## src/rtl/i2c_bus_observer.sv

```systemverilog
// Passive I2C front end: synchronises and deglitches SCL/SDA, decodes START/RSTART/STOP
// and bytes with their ACK bit, and queues one event record per bus event in a FWFT FIFO.
module i2c_bus_observer #(
  parameter int SYNC_STAGES = 2,
  parameter int FILTER_LEN  = 3,
  parameter int FIFO_DEPTH  = 4
) (
  input  logic       clk_i,
  input  logic       rst_i,
  input  logic       scl_i,
  input  logic       sda_i,
  output logic       evt_valid_o,
  input  logic       evt_ready_i,
  output logic [1:0] evt_type_o,
  output logic [7:0] evt_data_o,
  output logic       evt_ack_o,
  output logic       evt_first_o,
  output logic       evt_partial_o,
  output logic       busy_o,
  output logic       overflow_o,
  input  logic       clr_overflow_i
);

  localparam int AW = $clog2(FIFO_DEPTH);
  localparam int CW = $clog2(FILTER_LEN + 1);

  localparam logic [0:0] S_IDLE  = 1'b0;
  localparam logic [0:0] S_SHIFT = 1'b1;

  localparam logic [1:0] EV_START  = 2'd0;
  localparam logic [1:0] EV_RSTART = 2'd1;
  localparam logic [1:0] EV_STOP   = 2'd2;
  localparam logic [1:0] EV_BYTE   = 2'd3;

  // Line index 0 is SCL, 1 is SDA.
  logic [SYNC_STAGES-1:0] r_sync [2];
  logic [1:0]             w_raw;
  logic [1:0]             w_synced;
  logic [1:0]             r_filt;
  logic [1:0]             r_filt_d;
  logic [CW-1:0]          r_fcnt [2];

  assign w_raw = {sda_i, scl_i};

  genvar gi;
  generate
    for (gi = 0; gi < 2; gi++) begin : g_line
      assign w_synced[gi] = r_sync[gi][SYNC_STAGES-1];

      always_ff @(posedge clk_i) begin
        if (rst_i) begin
          r_sync[gi]   <= '1;
          r_filt[gi]   <= 1'b1;
          r_filt_d[gi] <= 1'b1;
          r_fcnt[gi]   <= '0;
        end else begin
          r_sync[gi]   <= {r_sync[gi][SYNC_STAGES-2:0], w_raw[gi]};
          r_filt_d[gi] <= r_filt[gi];
          if (w_synced[gi] != r_filt[gi]) begin
            if (r_fcnt[gi] == CW'(FILTER_LEN - 1)) begin
              r_filt[gi] <= w_synced[gi];
              r_fcnt[gi] <= '0;
            end else begin
              r_fcnt[gi] <= r_fcnt[gi] + 1'b1;
            end
          end else begin
            r_fcnt[gi] <= '0;
          end
        end
      end
    end
  endgenerate

  logic [CW-1:0] r_arm_cnt;
  logic          r_armed;

  always_ff @(posedge clk_i) begin
    if (rst_i) begin
      r_arm_cnt <= '0;
      r_armed   <= 1'b0;
    end else if (!r_armed) begin
      if (&w_synced) begin
        if (r_arm_cnt == CW'(FILTER_LEN - 1)) r_armed <= 1'b1;
        else r_arm_cnt <= r_arm_cnt + 1'b1;
      end else begin
        r_arm_cnt <= '0;
      end
    end
  end

  logic w_scl_edge, w_sda_edge, w_scl_rise, w_scl_stable_hi, w_sda_fall;
  assign w_scl_edge      = r_filt[0] ^ r_filt_d[0];
  assign w_sda_edge      = r_filt[1] ^ r_filt_d[1];
  assign w_scl_rise      = w_scl_edge & r_filt[0];
  assign w_scl_stable_hi = r_filt[0] & ~w_scl_edge;
  assign w_sda_fall      = w_sda_edge & ~r_filt[1];

  logic [0:0]  r_state;
  logic [3:0]  r_bit_cnt;
  logic [7:0]  r_shift;
  logic        r_first;
  logic        r_push;
  logic [12:0] r_push_rec;   // {type, data, ack, first, partial}

  always_ff @(posedge clk_i) begin
    if (rst_i) begin
      r_state    <= S_IDLE;
      r_bit_cnt  <= '0;
      r_shift    <= '0;
      r_first    <= 1'b0;
      r_push     <= 1'b0;
      r_push_rec <= '0;
    end else begin
      r_push <= 1'b0;
      if (r_armed) begin
        if (w_scl_stable_hi && w_sda_edge) begin
          if (w_sda_fall) begin
            r_push     <= 1'b1;
            r_push_rec <= {(r_state == S_SHIFT) ? EV_RSTART : EV_START, 8'h00, 1'b0, 1'b0,
                           (r_state == S_SHIFT) && (r_bit_cnt != 4'd0)};
            r_state    <= S_SHIFT;
            r_bit_cnt  <= '0;
            r_first    <= 1'b1;
          end else if (r_state == S_SHIFT) begin
            r_push     <= 1'b1;
            r_push_rec <= {EV_STOP, 8'h00, 1'b0, 1'b0, r_bit_cnt != 4'd0};
            r_state    <= S_IDLE;
            r_bit_cnt  <= '0;
            r_first    <= 1'b0;
          end
        end else if (w_scl_rise && (r_state == S_SHIFT)) begin
          if (r_bit_cnt != 4'd8) begin
            r_shift   <= {r_shift[6:0], r_filt[1]};
            r_bit_cnt <= r_bit_cnt + 4'd1;
          end else begin
            r_push     <= 1'b1;
            r_push_rec <= {EV_BYTE, r_shift, ~r_filt[1], r_first, 1'b0};
            r_bit_cnt  <= '0;
            r_first    <= 1'b0;
          end
        end
      end
    end
  end

  assign busy_o = (r_state == S_SHIFT);

  logic [12:0]   r_mem [FIFO_DEPTH];
  logic [AW-1:0] r_wr_ptr, r_rd_ptr;
  logic [AW:0]   r_count;
  logic          r_overflow;
  logic          w_valid, w_full, w_pop, w_wr, w_drop;
  logic [12:0]   w_head;

  assign w_valid = (r_count != '0);
  assign w_full  = (r_count == (AW+1)'(FIFO_DEPTH));
  assign w_pop   = w_valid && evt_ready_i;
  assign w_wr    = r_push && (!w_full || w_pop);
  assign w_drop  = r_push && w_full && !w_pop;

  always_ff @(posedge clk_i) begin
    if (w_wr) r_mem[r_wr_ptr] <= r_push_rec;
  end

  always_ff @(posedge clk_i) begin
    if (rst_i) begin
      r_wr_ptr   <= '0;
      r_rd_ptr   <= '0;
      r_count    <= '0;
      r_overflow <= 1'b0;
    end else begin
      if (w_wr)  r_wr_ptr <= r_wr_ptr + 1'b1;
      if (w_pop) r_rd_ptr <= r_rd_ptr + 1'b1;
      r_count <= r_count + (AW+1)'(w_wr) - (AW+1)'(w_pop);
      if (w_drop) r_overflow <= 1'b1;
      else if (clr_overflow_i) r_overflow <= 1'b0;
    end
  end

  assign w_head        = w_valid ? r_mem[r_rd_ptr] : 13'd0;
  assign evt_valid_o   = w_valid;
  assign evt_type_o    = w_head[12:11];
  assign evt_data_o    = w_head[10:3];
  assign evt_ack_o     = w_head[2];
  assign evt_first_o   = w_head[1];
  assign evt_partial_o = w_head[0];
  assign overflow_o    = r_overflow;

endmodule
```

## config.mk

```make
export PLATFORM = sky130hd
export DESIGN_NAME = i2c_bus_observer
export DESIGN_NICKNAME = d
export VERILOG_FILES = /design/src/rtl/i2c_bus_observer.sv
export SDC_FILE = /design/constraint.sdc
export NUM_CORES = 1
export LEC_CHECK = 0
export ABC_AREA = 1
export CAP_MARGIN = 25
export CORE_MARGIN = 1
export CORE_UTILIZATION = 55
export CTS_CLUSTER_DIAMETER = 40
export DETAILED_ROUTE_END_ITERATION = 7
export MAX_ROUTING_LAYER = met4
export PLACE_DENSITY = 0.8
export SLEW_MARGIN = 20
export SYNTH_ARGS = -nofsm -noshare
export SYNTH_HDL_FRONTEND = slang
export SYNTH_SLANG_ARGS = --single-unit
```

## constraint.sdc

```tcl
create_clock -name clk_i -period 2.7 [get_ports clk_i]
set_clock_uncertainty 0.1 [all_clocks]
set_input_delay 0.54 -clock clk_i [delete_from_list [all_inputs] [get_ports clk_i]]
set_output_delay 0.54 -clock clk_i [all_outputs]
set_load 0.01 [all_outputs]
```

==> Word-level counts from Yosys, hierarchy flattened <==
Memories as Yosys holds them, arrays and structs flattened. A register that Yosys moved wholly into a read port is not among the register bits.
Index checks and enable logic that the tools add are counted.
{ "op_classes": {"n_addsub": 8, "n_eq_ne": 10, "mux": 67, "bitwise": 17, "reduce_logical": 23} }
{ "op_table": {"columns": ["op", "n"], "rows": [
  ["13-bit 2-to-1 mux", 6],
  ["1-bit 2-to-1 mux", 44],
  ["2-bit 2-to-1 mux", 12],
  ["4-bit 2-to-1 mux", 5],
  ["2-bit by 1-bit adder with 2-bit output (second input constant)", 5],
  ["2-bit AND reduction", 5],
  ["1-bit OR", 8],
  ["4-bit AND reduction", 2],
  ["1-bit logical AND", 7],
  ["2-bit equality test (second input constant)", 3],
  ["4-bit by 1-bit adder with 4-bit output (second input constant)", 1],
  ["2-bit inequality test (second input constant)", 2],
  ["4-bit inequality test (second input constant)", 1],
  ["1-bit inverter", 4],
  ["2-bit nonzero test", 2],
  ["4-bit nonzero test", 1],
  ["3-bit by 1-bit adder with 3-bit output", 1],
  ["1-bit bitwise AND", 3],
  ["3-bit equality test (second input constant)", 1],
  ["3-bit inequality test (second input constant)", 1],
  ["3-bit AND reduction", 1],
  ["3-bit nonzero test", 1],
  ["3-bit by 1-bit subtractor with 3-bit output", 1],
  ["1-bit logical NOT", 2],
  ["other kinds (4)", 6]
]} }
{ "word_totals": {"regBits": 43, "ram_bits": 60, "inputBits": 6, "wordCells": 144, "memories": 3} }
{ "memory_table": {"columns": ["memory", "words", "word_bits", "read_ports", "rd_clocked_by_memory_dff", "wr", "line_no", "text"], "rows": [
  ["r_mem", 4, 13, 1, 1, 1, "148", "logic [12:0] r_mem [FIFO_DEPTH];"],
  ["r_fcnt", 2, 2, 2, 0, 2, "41", "logic [CW-1:0] r_fcnt [2];"],
  ["r_sync", 2, 2, 2, 0, 2, "36", "logic [SYNC_STAGES-1:0] r_sync [2];"]
]} }

==> Logic depth before layout (Yosys ltp) <==
{ "depth": {"depth_word": 8, "ltp_mapped": 12} }

==> Least setup slack after synthesis <==
OpenSTA, ideal clock, no wires.
{ "synth_path": {"path_type": "input -> register", "from": "input evt_ready_i", "to": "register r_count[2]", "arrival_ns": 1.999, "t_required_ns": 2.479, "setup_slack_ns": 0.480, "cell_stages": 11, "path_buffers": 0, "cell_sequence": "inv_1 nand3_1 nand2_1 ha_1 inv_1 ha_1 inv_1 fa_1 xnor2_1 o21ai_0 a21oi_1"} }
{ "synth_via": {"elab_chain_cells": 5} }
{ "synth_rtl": {"columns": ["item", "line_no", "text"], "rows": [
  ["from (decl)", "13", "input logic evt_ready_i,"],
  ["1-bit logical AND (*)", "157", "assign w_pop = w_valid && evt_ready_i;"],
  ["1-bit logical OR", "158", "assign w_wr = r_push && (!w_full || w_pop);"],
  ["1-bit logical AND", "158", null],
  ["3-bit by 1-bit adder with 3-bit output", "174", "r_count <= r_count + (AW+1)'(w_wr) - (AW+1)'(w_pop);"],
  ["3-bit by 1-bit subtractor with 3-bit output (*)", "174", null],
  ["to (signal assigned)", "174", null],
  ["to (decl)", "150", "logic [AW:0] r_count;"]
]} }
Mark *: on every way between the ends. The rest lies on a longest branch, timed or not.
A chain may end at the register's enable or synchronous reset.

==> impl_metrics.py <==
metrics = {
    "die": {
        "die_height_um": 90.5,
        "ios": 22,
        "core_mm2": 0.00741,
        "die_w_um": 90.5,
        "start_util": 0.581,
        "core.rowCount": 31,
        "dieArea_mm2": 0.00818,
    },
    "logic_synthesis": {
        "synth_top_area_share": 0.391,
        "synth-edff-count": 56,
        "synth_cells": 453,
        "synth_ff_type": "edfxtp_1",
        "yosysTopAreaCell": "edfxtp_1",
        "yosys.cell_types.count": 32,
        "syn_area_mm2": 0.00430,
        "ys_seq_area_frac": 0.619,
        "yosysMostFrequentCell": "nor2_1",
        "async_flop_share": 0,
        "synth_area_per_cell_um2": 9.50,
        "synth-seq-cells": 105,
        "synthTopCellsByCount": "nor2_1 (98), edfxtp_1 (56), nand2_1 (54)",
        "yosys_warnings": 0,
        "synthTopCellsByArea": "edfxtp_1 (39%), dfxtp_1 (23%), nor2_1 (8.5%), o21ai_0 (5.4%), nand2_1 (4.7%)",
    },
    "clocking": {
        "clk_pin_slew_ns": 0.10,
        "cts_root_buf": "clkbuf_8",
        "clock_latency_ns": 0.36,
        "clock_path_buffers": 2,
        "cts_buffers": 9,
        "cts_hold_buf": 0,
        "cts_tree": "built",
        "post_cts_buffers": 0,
        "h-tree-depth": 3,
        "numClockSinks": 105,
        "cts_resized": 0,
    },
    "drt": {
        "drt_first_pass_iters": 4,
        "finalWirelength_um": 7760,
        "antenna_left": 0,
        "vias": 3037,
        "drtIter0Drc": 156,
        "viasPerCell": 5.14,
        "wl_per_cell_um": 13.1,
        "drcViolationCount": 0,
    },
    "layout": {
        "num_antenna_cells": 0,
        "nets": 506,
        "final_cell_area_mm2": 0.00488,
        "fin_util": 0.659,
        "drive_above_1_share": 0.0894,
        "fin_cells": 591,
        "syn2layout_area_growth_pct": 13.4,
        "fillers": 585,
    },
    "critical_path": {
        "crit_fanout": 7,
        "reg2reg_setup_slack_ns": 0.42,
        "startpoint_type": "register",
        "ff2ff_path_depth": 9,
        "rr_endpoint": "r_push_rec[7]$_SDFFE_PP0P_",
        "required_ns": 2.06,
        "end_kind": "primary output",
        "worstReg2RegStart": "r_filt[1]$_SDFFE_PP1P_",
        "arrival_ns": 1.95,
        "crit_type": "register to primary output",
    },
    "global_route": {
        "grt_max_degree": 38,
        "grt_use_total": 0.208,
        "grt_pass1_wl_um": 13000,
        "grt_pass1_vias": 2860,
        "overflow": 0,
        "grt_antenna_before_repair": 0,
    },
    "power_and_ir_drop": {
        "power_frac_clock": 0.245,
        "power_switching_w": 0.00108,
        "seqPwrFrac": 0.491,
        "pwr-share-comb": 0.264,
        "p_int_w": 0.00254,
        "peakVddDrop_uv": 328,
        "leakage_nw": 1.86,
        "swShare": 0.298,
        "powerDensity_mw_per_mm2": 742,
    },
    "place": {
        "dpl.hpwl_um": 5050,
        "port-buffer-count": 21,
        "place_inst": 574,
        "place_area_mm2": 0.00468,
        "finalWeightedCongestion": 0.781,
        "pre_cts_slack_ns": -0.0105,
    },
    "timing": {
        "layout_setup_ws_ns": 0.108,
        "drv_slew": 0,
        "period_needed_ns": 2.59,
        "finalSetupViolations": 0,
        "hold_ws_ns": 0.318,
        "hold_viol": 0,
        "rsz0062_at_grt": "false",
        "post-route-period-util": 0.960,
        "max_freq_mhz": 386,
    },
    "job": {
        "max_cap_violations": 0,
    },
    "status": {
        "status": "completed",
    },
    "min_path": {
        "min_path_type": "register to register",
        "hold_path_depth": 1,
        "min_to": "r_sync[1][1]$_SDFF_PP1_",
        "hp-start": "r_sync[1][0]$_SDFF_PP1_",
    },
}
==> cell type report <==
type | count | area [um^2] | area share
Timing Repair Buffer | 36 | 323 | 0.0662
Multi-Input combinational cell | 289 | 1400 | 0.288
Tap cell | 99 | 124 | 0.0254
Timing Repair inverter | 1 | 7.51 | 0.00154
Sequential cell | 105 | 2670 | 0.547
Clock inverter | 6 | 51.3 | 0.0105
Clock buffer | 10 | 128 | 0.0262
Inverter | 45 | 174 | 0.0357
==> worst max-delay path by stage <==
stage | to | cells after the start | slack, ns
2_1_floorplan | r_count[2]$_SDFF_PP0_ | 11 | 0.48
3_3_place_gp | r_count[2]$_SDFF_PP0_ | 12 | 0.09
3_5_place_dp | r_count[2]$_SDFF_PP0_ | 12 | -0.01
4_1_cts | evt_partial_o | 6 | 0.05
5_1_grt | evt_partial_o | 6 | 0.007
6_report | evt_ack_o | 5 | 0.11
==> per-layer routing <==
layer	vias to the layer above	wire length (um)	global-route usage
met5	-	0	-
met4	0	155	0.102
met3	15	235	0.0337
met2	60	3940	0.350
met1	1405	3430	0.242
li1	1557	-	-
==> per-stage QoR <==
stage | TNS, ns | power, W
after floorplan | 0 | 0.00229
after global placement | 0 | 0.00273
after detailed placement | -0.0105 | 0.00276
after CTS | 0 | 0.00362
after global routing | 0 | 0.00381
final | 0 | 0.00362
==> state kept, by name, indices dropped and copies added, names as in the netlist, 2 cells and up, named ones only <==
name,cells
r_arm_cnt,2
r_bit_cnt,4
r_shift,8
r_wr_ptr,2
r_push_rec,13
r_sync,4
r_fcnt,4
r_count,3
r_mem,52
r_rd_ptr,2
r_filt,2
r_filt_d,2
==> worst max-delay path: stages, from the launching register on <==
cell and delay [ns]:
dfxtp_4 0.40, clkinvlp_4 0.19, nor2_1 0.15, o21ai_0 0.11, a21oi_1 0.19, clkdlybuf4s50_1 0.56
==> layout by cell type (no fill, tap or decap), types with 2 or more instances in the layout <==
master / Yosys / routed
a21oi_1: 26 / 26
buf_4: 1 / 15
clkbuf_8: 0 / 9
clkdlybuf4s50_1: 0 / 21
clkinvlp_4: 0 / 3
conb_1: 1 / 4
dfxtp_1: 49 / 47
edfxtp_1: 56 / 56
ha_1: 12 / 12
inv_1: 43 / 42
inv_6: 0 / 2
nand2_1: 54 / 54
nand3_1: 20 / 20
nand4_1: 3 / 3
nor2_1: 98 / 98
nor3_1: 9 / 9
o211ai_1: 2 / 2
o21ai_0: 46 / 46
or2_2: 4 / 4
==> power groups by stage <==
stage / logic, W / registers (W) / clock network [W]
4_1_cts: 0.000957 / 0.00177 / 0.000897
2_1_floorplan: 0.000498 / 0.00179 / 0
6_report: 0.000954 / 0.00178 / 0.000888
3_5_place_dp: 0.000955 / 0.00181 / 0
3_3_place_gp: 0.000926 / 0.00180 / 0
5_1_grt: 0.00106 / 0.00179 / 0.000965
==> cell families (layout without fill, tap and decap cells) <==
group,after synthesis,after routing,synth area share
xor gates and xnor gates,2,2,0.00407
DFF,105,105,0.619
AOI/OAI and AO/OA,76,76,0.0904
and+or+nand+nor,194,194,0.189
adders and majority gates,13,13,0.0395
buffers and inverters,62,98,0.0576
other,1,4,0.000872
Power figures use the tool's default switching activity.
